File: config.mk
export PLATFORM = sky130hd
export DESIGN_NAME = fila_registradores
export DESIGN_NICKNAME = d
export VERILOG_FILES = /design/src/rtl/fila_registradores.sv
export SDC_FILE = /design/constraint.sdc
export NUM_CORES = 1
export LEC_CHECK = 0
export ABC_AREA = 0
export BUFFER_PORTS_ARGS = -buffer_cell sky130_fd_sc_hd__buf_2
export CORE_AREA = 5 5 170 172
export DETAILED_ROUTE_END_ITERATION = 12
export DIE_AREA = 0 0 175 177
export MAX_ROUTING_LAYER = met4
export PLACE_DENSITY = 0.54
export SLEW_MARGIN = 20
export SYNTH_ARGS = -nofsm -noshare
export SYNTH_HDL_FRONTEND = slang
export SYNTH_SLANG_ARGS = --single-unit
File: constraint.sdc
create_clock -name clock -period 5 [get_ports clock]
set_input_delay 1.25 -clock clock [delete_from_list [all_inputs] [get_ports clock]]
set_output_delay 1.25 -clock clock [all_outputs]
set_load 0.02 [all_outputs]
File: src/rtl/fila_registradores.sv
// Synchronous first-word-fall-through FIFO with occupancy count and full/empty flags.
// Define FILA_REGISTRADORES_ERRO_EN to add sticky erro_overflow / erro_underflow outputs.
module fila_registradores #(
    parameter int WIDTH = 16,
    parameter int DEPTH = 16
) (
    input  logic                     clock,
    input  logic                     clear,
    input  logic                     enable,
    input  logic                     push,
    input  logic                     pop,
    input  logic [WIDTH-1:0]         D,
    output logic [WIDTH-1:0]         Q,
    output logic                     vazio,
    output logic                     cheio,
`ifdef FILA_REGISTRADORES_ERRO_EN
    output logic                     erro_overflow,
    output logic                     erro_underflow,
`endif
    output logic [$clog2(DEPTH):0]   contagem
);

    localparam int AW = $clog2(DEPTH);
    localparam int CW = AW + 1;
    localparam logic [CW-1:0] FULL_COUNT = CW'(DEPTH);

    logic [WIDTH-1:0] mem [DEPTH];
    logic [AW-1:0]    wr_ptr;
    logic [AW-1:0]    rd_ptr;
    logic [CW-1:0]    count;
    logic             pop_ok;
    logic             push_ok;

    assign vazio    = (count == '0);
    assign cheio    = (count == FULL_COUNT);
    assign contagem = count;

    // A full FIFO still accepts a push when the head leaves in the same cycle.
    assign pop_ok  = enable & pop & ~vazio;
    assign push_ok = enable & push & (~cheio | pop_ok);

    // Stale storage stays hidden behind the empty flag.
    assign Q = vazio ? '0 : mem[rd_ptr];

    always_ff @(posedge clock) begin
        if (push_ok) begin
            mem[wr_ptr] <= D;
        end
    end

    always_ff @(posedge clock) begin
        if (clear) begin
            wr_ptr <= '0;
            rd_ptr <= '0;
            count  <= '0;
        end else begin
            if (push_ok) begin
                wr_ptr <= wr_ptr + AW'(1);
            end
            if (pop_ok) begin
                rd_ptr <= rd_ptr + AW'(1);
            end
            case ({push_ok, pop_ok})
                2'b10:   count <= count + CW'(1);
                2'b01:   count <= count - CW'(1);
                default: count <= count;
            endcase
        end
    end

`ifdef FILA_REGISTRADORES_ERRO_EN
    always_ff @(posedge clock) begin
        if (clear) begin
            erro_overflow  <= 1'b0;
            erro_underflow <= 1'b0;
        end else begin
            if (enable && push && cheio && !pop_ok) begin
                erro_overflow <= 1'b1;
            end
            if (enable && pop && vazio) begin
                erro_underflow <= 1'b1;
            end
        end
    end
`endif

endmodule

==> impl_metrics.py <==
metrics = {
    "clock_network": {
        "cts_hold_buf": 0,
        "ctsResizeCount": 0,
        "clockBufferDepth": 3,
        "clock-root-buffer": "clkbuf_16",
        "cts_tree": "built",
        "clk_latency_ns": 0.53,
        "clkSlewWorstSetupHoldPaths_ns": 0.06,
        "htreeDepth": 1,
        "numCtsBuffers": 30,
        "cts_sinks": 273,
        "postCtsSetupBuffers": 0,
    },
    "synthesis": {
        "synth-simple-area-share_pct": 2.76,
        "synth_xor_area_share_pct": 0.653,
        "ys_seq_area_share_pct": 74.8,
        "synthCells": 515,
        "synth_area_um2": 10700,
        "yosys.area_share.adder_pct": 1.12,
        "synth_mux_area_share_pct": 16.6,
        "ys_seq_elements": 273,
        "synth-compound-area-share_pct": 2.55,
        "avgSynthCellArea_um2": 20.8,
        "yosys_warnings": 0,
        "syn_nets": 545,
        "synth_top_family_by_area": "multiplexers",
        "ys_types": 43,
    },
    "worst_setup_path": {
        "rr_startpoint": "contagem[4]",
        "crit_family": "multiplexers",
        "crit_fanout": 56,
        "path_class": "reg2out",
        "critPathSlowestCell": "mux4_2",
        "critPathMaxStageDelay_ns": 0.58,
        "crit_cells": 5,
        "endpoint_kind": "output port",
        "required_ns": 3.75,
        "timing.critical_path.buf_inv": 2,
        "r2r_cells": 8,
        "cp-start-kind": "flip-flop",
        "cp_cell_sequence": "buf_12 -> mux4_2 -> mux2i_1 -> o22ai_1 -> buf_2",
        "worstPathArrival_ns": 2.86,
    },
    "routing": {
        "drtIter0Drc": 465,
        "drcViolationCount": 0,
        "drt-pass1-iter-count": 5,
        "ant_nets": 0,
        "wire_per_inst_um": 25.6,
        "vias_per_cell": 5.50,
        "drt_wl_total_um": 24400,
        "vias": 5256,
    },
    "global_route": {
        "grt.met2_usage_pct": 26.3,
        "grt_use_met3_pct": 3.29,
        "grtUsageTotal_pct": 16.5,
        "grt_pass1_vias": 5660,
        "grt_pass1_wl_um": 36800,
        "grt.busiest_layer": "met2",
        "overflow": 0,
        "met1_usage_pct": 22.7,
        "antenna_found_initial": 1,
        "grt_max_degree": 65,
    },
    "floorplan": {
        "start_util_pct": 39.3,
        "placementRows": 61,
        "io-pin-count": 44,
        "die_h_um": 177,
        "core_area_um2": 27300,
        "dieWidth_um": 175,
        "die_area_um2": 31000,
    },
    "sta": {
        "finalSetupViolations": 0,
        "max_freq_ghz": 0.243,
        "worstMarginPinSlew_ns": 0.811,
        "finalSetupTns_ns": 0,
        "period_share_pct": 82.2,
        "rsz0062_at_grt": "no",
        "drv_slew": 0,
        "hold_viol_final": 0,
        "final.setup_skew_ns": 0.00918,
        "holdWs_ns": 0.541,
        "fin_crit_ns": 4.11,
        "relSlewSlack_pct": 45.6,
    },
    "power_and_ir_drop": {
        "ir_drop_uv": 247,
        "power_density_nw_per_um2": 411,
        "p_leak_nw": 3.91,
    },
    "placed_design": {
        "gp_congestion": 0.800,
        "dp.cells": 901,
        "io_buffers": 43,
        "place_hpwl_um": 14800,
    },
    "run_status": {
        "status": "finished clean",
    },
    "cells_and_area": {
        "final_util_pct": 45.5,
        "drive_above_1_share_pct": 30.7,
        "final_cells": 956,
        "nFillCells": 2327,
        "nets": 617,
        "syn2layout_area_growth_pct": 16.0,
    },
    "hold_path": {
        "worstHoldPathCells": 2,
        "hold_start": "rd_ptr[3]",
        "worstHoldPathType": "reg2reg",
    },
    "flow_run": {
        "cap_violations": 0,
    },
}
[path summary, 6_finish.rpt]
kind                 endpoint  slack [ns]
hold reg to reg     flip-flop        0.54
setup reg to reg  contagem[4]        2.22
hold / removal      flip-flop        0.54
setup / recovery        Q[14]        0.89
[metal layers]
metal | vias up | share of wire [%]
met5 | - | 0
met4 | 0 | 1.2
met3 | 31 | 7.5
met2 | 191 | 48
met1 | 2749 | 43
li1 | 2285 | -
[state kept, by name, summed over array words and instances, names as in the netlist, named ones only]
signal,cells
rd_ptr,4
wr_ptr,4
mem,256
contagem,5
[kinds of logic after synthesis]
kind of cell | after synthesis
AOI/OAI and AO/OA | 39
xor gates and xnor gates | 8
adders and majority gates | 9
buffers and inverters | 35
DFF | 273
muxes | 98
and+or+nand+nor | 53
[where the power goes]
part / total [mW] / internal, mW / switching (mW)
sequential: 2.54 / 2.52 / 0.0207
clock: 2.09 / 1.27 / 0.824
combinational: 0.486 / 0.191 / 0.295
[metrics by stage]
| stage | cell area, um2 | power, mW | setup slack, ns |
|---|---|---|---|
| global placement | 11500 | 3.07 | 1.42 |
| finish | 12400 | 5.12 | 0.889 |
| floorplan | 10700 | 2.91 | 1.51 |
| global route | 12400 | 5.31 | 0.734 |
| detailed placement | 11500 | 3.08 | 1.42 |
| CTS | 12400 | 5.18 | 0.857 |
[synthesized netlist by cell type]
cell type	instances	area [um2]
edfxtp_1	256	7690
mux4_2	64	1440
mux2i_1	34	340
dfxtp_1	17	340
o22ai_1	16	100
nor2_1	13	48.8
inv_1	11	41.3
clkbuf_1	10	37.5
nor3_1	9	45.0
buf_2	8	40.0
ha_1	8	100
a21o_1	6	45.0
a211oi_1	5	37.5
nand3_1	5	25.0
and2_1	4	25.0
and3_1	4	25.0
xnor2_1	4	35.0
xor2_1	4	35.0
a21oi_1	3	15.0
buf_1	3	11.3
nand2_1	3	11.3
a21oi_2	2	17.5
and3b_1	2	17.5
buf_4	2	15.0
nand2b_1	2	12.5
nor2b_1	2	12.5
o21ai_2	2	17.5
a21boi_1	1	7.51
a311oi_1	1	8.76
buf_6	1	11.3
fa_1	1	20.0
nand3b_1	1	7.51
nand4_1	1	6.26
nand4b_1	1	8.76
nand4bb_1	1	11.3
nor2_2	1	6.26
nor3b_1	1	7.51
nor4_2	1	12.5
o2111ai_1	1	8.76
o21ai_1	1	5.00
o32a_2	1	11.3
or2_1	1	6.26
or4_1	1	7.51
[placed cells by master (no fill, tap or decap), drive strengths merged, types with 2 or more instances in the layout]
cell type | synthesis | routed
nor3 | 9 | 9
inv | 11 | 11
nand2 | 3 | 3
clkinv | 0 | 10
dfxtp | 17 | 17
and3b | 2 | 2
mux4 | 64 | 64
nor2b | 2 | 2
and3 | 4 | 4
and2 | 4 | 4
mux2i | 34 | 34
a21oi | 5 | 5
a211oi | 5 | 5
ha | 8 | 8
nor2 | 14 | 14
edfxtp | 256 | 256
o22ai | 16 | 16
nand3 | 5 | 5
a21o | 6 | 6
xor2 | 4 | 4
buf | 14 | 64
nand2b | 2 | 2
bufinv | 0 | 2
clkbuf | 10 | 41
o21ai | 3 | 3
xnor2 | 4 | 4
[worst reg2reg max path, cell delays in order (launching register included)]
cell and delay, ns:
dfxtp_1 0.56, inv_1 0.18, a211oi_1 0.70, inv_1 0.13, fa_1 0.43, nand2b_1 0.17, a21o_1 0.18, a211oi_1 0.22
nand4bb_1 0.14
[final cells by class]
type / count / area, um2 / area share (%)
Antenna cell: 1 / 2.50 / 0.0201
Clock buffer: 41 / 843 / 6.78
Clock inverter: 13 / 110 / 0.885
Inverter: 11 / 41.3 / 0.332
Multi-Input combinational cell: 207 / 2580 / 20.8
Sequential cell: 273 / 8030 / 64.6
Tap cell: 346 / 433 / 3.48
Timing Repair Buffer: 64 / 398 / 3.20
(Power assumes the default switching activity.)
